--- src/rtl/locker_retrieval_controller.sv ---
// Pickup side of the delivery locker: holds per-locker pickup codes, authenticates
// serially keyed codes, drives the door strike and hands emptied lockers back for reassignment.
module locker_retrieval_controller #(
    parameter int NUM_LOCKERS    = 8,
    parameter int ID_W           = 3,
    parameter int CODE_DIGITS    = 4,
    parameter int OPEN_CYCLES    = 1000,
    parameter int ENTRY_TIMEOUT  = 5000,
    parameter int MAX_FAILS      = 3,
    parameter int LOCKOUT_CYCLES = 10000
) (
    input  logic                     clk,
    input  logic                     reset,
    input  logic                     dep_valid,
    input  logic [ID_W-1:0]          dep_locker,
    input  logic [4*CODE_DIGITS-1:0] dep_code,
    output logic                     dep_ready,
    output logic                     dep_err,
    input  logic                     key_valid,
    input  logic [3:0]               key_digit,
    input  logic [NUM_LOCKERS-1:0]   door_closed,
    output logic [NUM_LOCKERS-1:0]   door_open,
    output logic                     rel_valid,
    output logic [ID_W-1:0]          rel_locker,
    input  logic                     rel_ready,
    output logic [NUM_LOCKERS-1:0]   occupied,
    output logic                     auth_ok_led,
    output logic                     auth_fail_led,
    output logic                     locked_out
);

    localparam int CODE_W = 4 * CODE_DIGITS;
    localparam int TMAX   = (OPEN_CYCLES > ENTRY_TIMEOUT)
                          ? ((OPEN_CYCLES > LOCKOUT_CYCLES) ? OPEN_CYCLES : LOCKOUT_CYCLES)
                          : ((ENTRY_TIMEOUT > LOCKOUT_CYCLES) ? ENTRY_TIMEOUT : LOCKOUT_CYCLES);
    localparam int TMR_W  = $clog2(TMAX + 1);
    localparam int CNT_W  = $clog2(CODE_DIGITS + 1);
    localparam int FAIL_W = $clog2(MAX_FAILS + 1);

    localparam logic [2:0] S_IDLE      = 3'd0;
    localparam logic [2:0] S_ENTRY     = 3'd1;
    localparam logic [2:0] S_SEARCH    = 3'd2;
    localparam logic [2:0] S_OPEN      = 3'd3;
    localparam logic [2:0] S_WAITCLOSE = 3'd4;
    localparam logic [2:0] S_RELEASE   = 3'd5;
    localparam logic [2:0] S_FAIL      = 3'd6;
    localparam logic [2:0] S_LOCKOUT   = 3'd7;

    logic [2:0]             state_q, state_d;
    logic [CODE_W-1:0]      code_in_q, code_in_d;
    logic [CNT_W-1:0]       cnt_q, cnt_d;
    logic [TMR_W-1:0]       tmr_q, tmr_d;
    logic [FAIL_W-1:0]      fail_q, fail_d;
    logic [ID_W-1:0]        sel_q, sel_d;
    logic                   opened_q, opened_d;
    logic                   dep_err_q;
    logic [NUM_LOCKERS-1:0] occ_q;
    logic [CODE_W-1:0]      code_q [NUM_LOCKERS];

    logic [NUM_LOCKERS-1:0] match;
    logic                   hit;
    logic [ID_W-1:0]        hit_idx;
    logic                   held_busy;
    logic                   dep_reject;
    logic                   dep_accept;
    logic                   rel_fire;
    logic                   opened_now;
    logic                   key_is_digit;

    // Every occupied entry is compared against the entered code at once.
    for (genvar gi = 0; gi < NUM_LOCKERS; gi++) begin : g_lockers
        assign match[gi]     = occ_q[gi] && (code_q[gi] == code_in_q);
        assign door_open[gi] = (state_q == S_OPEN) && (sel_q == ID_W'(gi));
    end

    always_comb begin
        hit_idx = '0;
        for (int i = NUM_LOCKERS - 1; i >= 0; i--) begin
            if (match[i]) hit_idx = ID_W'(i);
        end
    end
    assign hit = |match;

    // The locker being opened or released must not be re-deposited under us.
    assign held_busy  = ((state_q == S_OPEN) || (state_q == S_WAITCLOSE) || (state_q == S_RELEASE))
                        && (dep_locker == sel_q);
    assign dep_reject = dep_valid && (occ_q[dep_locker] || held_busy);
    assign dep_accept = dep_valid && !dep_reject;
    assign rel_fire   = (state_q == S_RELEASE) && rel_ready;
    assign opened_now = opened_q || !door_closed[sel_q];
    assign key_is_digit = (key_digit <= 4'd9);

    always_ff @(posedge clk or posedge reset) begin
        if (reset) begin
            occ_q <= '0;
            for (int i = 0; i < NUM_LOCKERS; i++) code_q[i] <= '0;
            dep_err_q <= 1'b0;
        end else begin
            dep_err_q <= dep_reject;
            if (dep_accept) begin
                occ_q[dep_locker]  <= 1'b1;
                code_q[dep_locker] <= dep_code;
            end
            if (rel_fire) occ_q[sel_q] <= 1'b0;
        end
    end

    always_comb begin
        state_d   = state_q;
        code_in_d = code_in_q;
        cnt_d     = cnt_q;
        tmr_d     = tmr_q;
        fail_d    = fail_q;
        sel_d     = sel_q;
        opened_d  = opened_q;
        case (state_q)
            S_IDLE: begin
                if (key_valid && key_is_digit) begin
                    code_in_d = CODE_W'(key_digit);
                    cnt_d     = CNT_W'(1);
                    tmr_d     = '0;
                    state_d   = (CODE_DIGITS == 1) ? S_SEARCH : S_ENTRY;
                end
            end
            S_ENTRY: begin
                if (key_valid) begin
                    tmr_d = '0;
                    if (!key_is_digit) begin
                        code_in_d = '0;
                        cnt_d     = '0;
                        state_d   = S_IDLE;
                    end else begin
                        code_in_d = (code_in_q << 4) | CODE_W'(key_digit);
                        cnt_d     = cnt_q + CNT_W'(1);
                        if (cnt_q == CNT_W'(CODE_DIGITS - 1)) state_d = S_SEARCH;
                    end
                end else if (tmr_q == TMR_W'(ENTRY_TIMEOUT - 1)) begin
                    code_in_d = '0;
                    cnt_d     = '0;
                    tmr_d     = '0;
                    state_d   = S_IDLE;
                end else begin
                    tmr_d = tmr_q + TMR_W'(1);
                end
            end
            S_SEARCH: begin
                cnt_d = '0;
                if (hit) begin
                    sel_d    = hit_idx;
                    fail_d   = '0;
                    tmr_d    = '0;
                    opened_d = 1'b0;
                    state_d  = S_OPEN;
                end else begin
                    state_d = S_FAIL;
                end
            end
            S_FAIL: begin
                fail_d = (fail_q == FAIL_W'(MAX_FAILS)) ? fail_q : fail_q + FAIL_W'(1);
                tmr_d  = '0;
                state_d = (fail_q == FAIL_W'(MAX_FAILS - 1)) ? S_LOCKOUT : S_IDLE;
            end
            S_LOCKOUT: begin
                if (tmr_q == TMR_W'(LOCKOUT_CYCLES - 1)) begin
                    tmr_d   = '0;
                    fail_d  = '0;
                    state_d = S_IDLE;
                end else begin
                    tmr_d = tmr_q + TMR_W'(1);
                end
            end
            S_OPEN: begin
                opened_d = opened_now;
                if (tmr_q == TMR_W'(OPEN_CYCLES - 1)) begin
                    tmr_d   = '0;
                    state_d = opened_now ? S_WAITCLOSE : S_IDLE;
                end else begin
                    tmr_d = tmr_q + TMR_W'(1);
                end
            end
            S_WAITCLOSE: begin
                if (door_closed[sel_q]) state_d = S_RELEASE;
            end
            S_RELEASE: begin
                if (rel_ready) state_d = S_IDLE;
            end
            default: state_d = S_IDLE;
        endcase
    end

    always_ff @(posedge clk or posedge reset) begin
        if (reset) begin
            state_q   <= S_IDLE;
            code_in_q <= '0;
            cnt_q     <= '0;
            tmr_q     <= '0;
            fail_q    <= '0;
            sel_q     <= '0;
            opened_q  <= 1'b0;
        end else begin
            state_q   <= state_d;
            code_in_q <= code_in_d;
            cnt_q     <= cnt_d;
            tmr_q     <= tmr_d;
            fail_q    <= fail_d;
            sel_q     <= sel_d;
            opened_q  <= opened_d;
        end
    end

    assign dep_ready     = !reset;
    assign dep_err       = dep_err_q;
    assign occupied      = occ_q;
    assign auth_ok_led   = (state_q == S_OPEN);
    assign auth_fail_led = (state_q == S_FAIL);
    assign locked_out    = (state_q == S_LOCKOUT);
    assign rel_valid     = (state_q == S_RELEASE);
    assign rel_locker    = (state_q == S_RELEASE) ? sel_q : '0;

endmodule

--- config.mk ---
export PLATFORM = sky130hd
export DESIGN_NAME = locker_retrieval_controller
export DESIGN_NICKNAME = d
export VERILOG_FILES = /design/src/rtl/locker_retrieval_controller.sv
export SDC_FILE = /design/constraint.sdc
export NUM_CORES = 1
export LEC_CHECK = 0
export ABC_AREA = 0
export BUFFER_PORTS_ARGS = -buffer_cell sky130_fd_sc_hd__buf_2
export CAP_MARGIN = 5
export CORE_ASPECT_RATIO = 1.25
export CORE_MARGIN = 1.5
export CORE_UTILIZATION = 30
export CTS_CLUSTER_DIAMETER = 50
export DETAILED_ROUTE_END_ITERATION = 12
export GPL_TIMING_DRIVEN = 0
export SYNTH_ARGS = -nofsm -noshare
export SYNTH_HDL_FRONTEND = slang
export SYNTH_SLANG_ARGS = --single-unit
export TNS_END_PERCENT = 10
--- constraint.sdc ---
create_clock -name clk -period 12.1 [get_ports clk]
set_clock_uncertainty 0.1 [all_clocks]
set_input_delay 2.42 -clock clk [delete_from_list [all_inputs] [get_ports clk]]
set_output_delay 2.42 -clock clk [all_outputs]
set_load 0.05 [all_outputs]
# Word-level counts from Yosys, hierarchy flattened
# Index checks and enable logic that the tools add are counted.
dict set report word_totals {
  output_inout_bits 25
  in_bits 36
  regBits 179
}
dict set report op_classes {
  eq_ne 38
  order_cmp 7
  reduce_logical 46
  bitwise 5
  n_mux 56
  addsub 3
}
# cell count
set op_table {}
lappend op_table {{128-bit bitwise mux} 1}
lappend op_table {{16-bit equality test} 8}
lappend op_table {{14-bit 2-to-1 mux} 6}
lappend op_table {{14-bit one-hot mux with 6 select lines} 1}
lappend op_table {{16-bit 2-to-1 mux} 5}
lappend op_table {{3-bit 2-to-1 mux} 23}
lappend op_table {{16-bit demux with 3-bit select} 1}
lappend op_table {{16-bit one-hot mux with 2 select lines} 1}
lappend op_table {{3-bit equality test (second input constant)} 8}
lappend op_table {{1-bit logical AND} 24}
lappend op_table {{3-bit one-hot mux with 8 select lines} 1}
lappend op_table {{8-bit 2-to-1 mux} 2}
lappend op_table {{16-bit by 4-bit bitwise OR with 16-bit output} 1}
lappend op_table {{3-bit by 2-bit equality test with 1-bit output (second input constant)} 5}
lappend op_table {{14-bit by 1-bit adder with 14-bit output (second input constant)} 1}
lappend op_table {{14-bit by 10-bit equality test with 1-bit output (second input constant)} 1}
lappend op_table {{14-bit by 13-bit equality test with 1-bit output (second input constant)} 1}
lappend op_table {{14-bit equality test (second input constant)} 1}
lappend op_table {{3-bit one-hot mux with 3 select lines} 1}
lappend op_table {{3-bit AND reduction} 3}
lappend op_table {{8-bit bitwise AND} 1}
lappend op_table {{3-bit by 4-bit less-than comparator with 1-bit output (second input constant)} 2}
lappend op_table {{2-bit by 1-bit inequality test with 1-bit output (second input constant)} 4}
lappend op_table {{8-bit inverter} 1}
lappend op_table {{other kinds (30)} 52}

# Longest topological paths before layout
dict set report depth {
  depth_word 11
  mapped_depth 9
  mapped_depth_nobuf 8
}

# Least setup slack after synthesis
# OpenSTA, ideal clock, no wires.
dict set report synth_path {
  kind {input port to output port}
  start {input port reset}
  end {output port dep_ready}
  slack_ns 3.201
  path_buffers 0
  arrival_ns 6.379
  stages 1
  cell_sequence {inv_1}
}
dict set report synth_between {
  elab_chain_len 1
}
# element line_no
set synth_lines {}
lappend synth_lines {{start, declared} 13} ;# input logic reset,
lappend synth_lines {{1-bit logical NOT} 211} ;# assign dep_ready = !reset;
lappend synth_lines {{end, declared} 17} ;# output logic dep_ready,
# No other way between the ends.

# Worst setup path in the final report
# Ends and elaborated chain as after synthesis.

==> metrics <==
CTS resizes 0; Ports 61; post-route ant nets 0; M1 wire length 11.3 mm; first-pass GRT wire length 41.6 mm; f_max 0.167 GHz; most frequent cells after synthesis 179 x dfrtp_1, 109 x mux2_2, 84 x xnor2_1; clk sinks 179; register area share after synthesis 45.9%; Final Hold Fails 0; drc violations 0; WL per Instance 19.8 um; Initial Utilization 30.6%; # fillers 3,173; # port buffers 60; crit path from reset; Die ar. 33,600 sq um; Pins Over Slew Limit 0; Pleak 5.01 nW; CTS tree yes; Hold Startpoint opened_q; met3 wire length 1.03 mm; status finished, final reports clean; cell taking the most area after synthesis dfrtp_1; FP Rows 73; Rel. slew slack 34.3%; GRT Util Overall 16.6%; final design area excluding fillers 11,200 sq um; Worst Setup Start Kind input port; worst slew pin tran 0.972 ns; pwr/cell area 245 nW/um^2; Setup violations, final 0; Final GP Congestion 0.917; max-cap violation count 0; drt pass-1 iters 5; Vias 6,974; core area 31,900 sq um; Hold Path Class reg -> reg; kind of critical path in -> out; nets 976; Min Hold Slack 0.417 ns; Post-Synthesis Cells 855; Critical Path AT 3.46 ns; Area Growth Syn to Fin 14.5%; launch point of the worst reg-to-reg path code_in_q[0]; Clock Latency Late Sink 0.45 ns; setup TNS 0 ns; Seq cells post-synth 179; crit end category output pin; Met2 Routed Length 13.8 mm; Area contributors post-synth dfrtp_1 46%, mux2_2 13%, xnor2_1 7.5%; number of global-route vias before repair 7,043; placed cell area 10,600 sq um; CTS max path bufs 2; initial antenna violation count 6; min Tclk post-route 5.98 ns; Required @ worst endpoint 9.58 ns; syn avg cell area 11.4 sq um; Die W 164 um; largest net degree at the start of global routing 110; syn_nets 896; routed vias/inst 5.13; Post-synth EDFFs 0; most common cell in the synthesized netlist dfrtp_1; synth unique cells 72; Max IR drop VDD 0.132 mV; H-tree levels 4; GRT overflow 0; Worst-path clk slew 0.07 ns; CTS Buf Count 17; die height 205 um; Post-CTS Setup Inserts 0; drt initial violations 557; Tot Pwr 0.00274 W; post-route worst setup slack 6.12 ns; top_reg_cell synth dfrtp_1; Post-synth ARST share 100%; RSZ-0062 raised after global routing false; routed wire length 26.9 mm; DPL Wire Length 20.2 mm; clock root buffer clkbuf_16; share of cells above drive strength 1 29.3%; area share of the largest cell type after synthesis 45.9%; Crit Path Max Fanout 109; Cell Area, Synth 9750 sq um; Diodes inserted 0; warnings from Yosys 0; CTS Hold Buffers Added 0; period utilization 49.4%; r2r setup slk 9.01 ns; Setup WS pre-CTS 6.02 ns; top sig layer met5
cell type report:
class                           count  area [sq um]  area share (%)
Tap cell                          412           515            4.62
Clock inverter                     12           108           0.964
Multi-Input combinational cell    605          4850            43.5
Timing Repair Buffer               61           328            2.94
Clock buffer                       20           457            4.09
Sequential cell                   179          4480            40.1
Buffer                             49           338            3.03
Inverter                           22          90.1           0.807
stage by stage:
step	std cells	util [%]
floorplan	855	-
global placement	1327	33.2
detailed placement	1328	33.3
CTS	1360	35.0
global route	1360	35.0
finish	1360	35.0
cells in the final DEF (no fill, tap or decap), types with 15 or more instances in the layout:
cell type | netlist | layout
dfrtp_1 | 179 | 179
o21ai_0 | 16 | 16
buf_2 | 19 | 79
nand4_1 | 31 | 31
nand2_1 | 42 | 42
clkbuf_16 | 0 | 17
nor2_1 | 39 | 39
a21oi_1 | 21 | 21
inv_1 | 21 | 20
mux2_4 | 15 | 15
xnor2_1 | 84 | 84
xor2_1 | 49 | 49
mux2_2 | 109 | 109
cells by family (layout without fill, tap and decap cells):
group / after synthesis / count (layout) / share of synthesized area, %
buf+inv: 71 / 164 / 4.31
simple gates: 231 / 231 / 13.4
flops: 179 / 179 / 45.9
fa+ha+maj: 5 / 5 / 0.642
compound gates: 101 / 101 / 7.42
mux: 135 / 135 / 16.3
xor+xnor: 133 / 133 / 11.9
worst max-delay path: stages:
cell and delay, ns:
buf_2 0.13, inv_8 0.52, buf_2 0.39
registers in the layout, indices dropped and copies added, names as in the netlist:
name	flops
code_q	128
code_in_q	16
tmr_q	14
occupied	8
cnt_q	3
sel_q	3
state_q	3
fail_q	2
dep_err	1
opened_q	1
layer usage:
| layer | global-route usage (%) | vias to the layer above |
|---|---|---|
| li1 | - | 3246 |
| met1 | 19.8 | 3480 |
| met2 | 29.6 | 187 |
| met3 | 3.08 | 49 |
| met4 | 6.04 | 12 |
| met5 | 0 | - |
final timing paths:
| path | endpoint | cells past startpoint |
|---|---|---|
| worst max-delay path | dep_ready | 3 |
| worst min-delay path | opened_q | 1 |
| worst max register to register | tmr_q[7] | 9 |
| worst min register to register | opened_q | 1 |
| max in group asynchronous | code_q[94] | 3 |
| min in group asynchronous | tmr_q[12] | 2 |
power breakdown:
group          switching, W  total, W  internal [W]
logic              0.000672   0.00121      0.000536
registers          0.000168  0.000996      0.000828
clock network      0.000243  0.000537      0.000294
total               0.00108   0.00274       0.00166
Note: power is estimated with default switching activity, not from simulation.
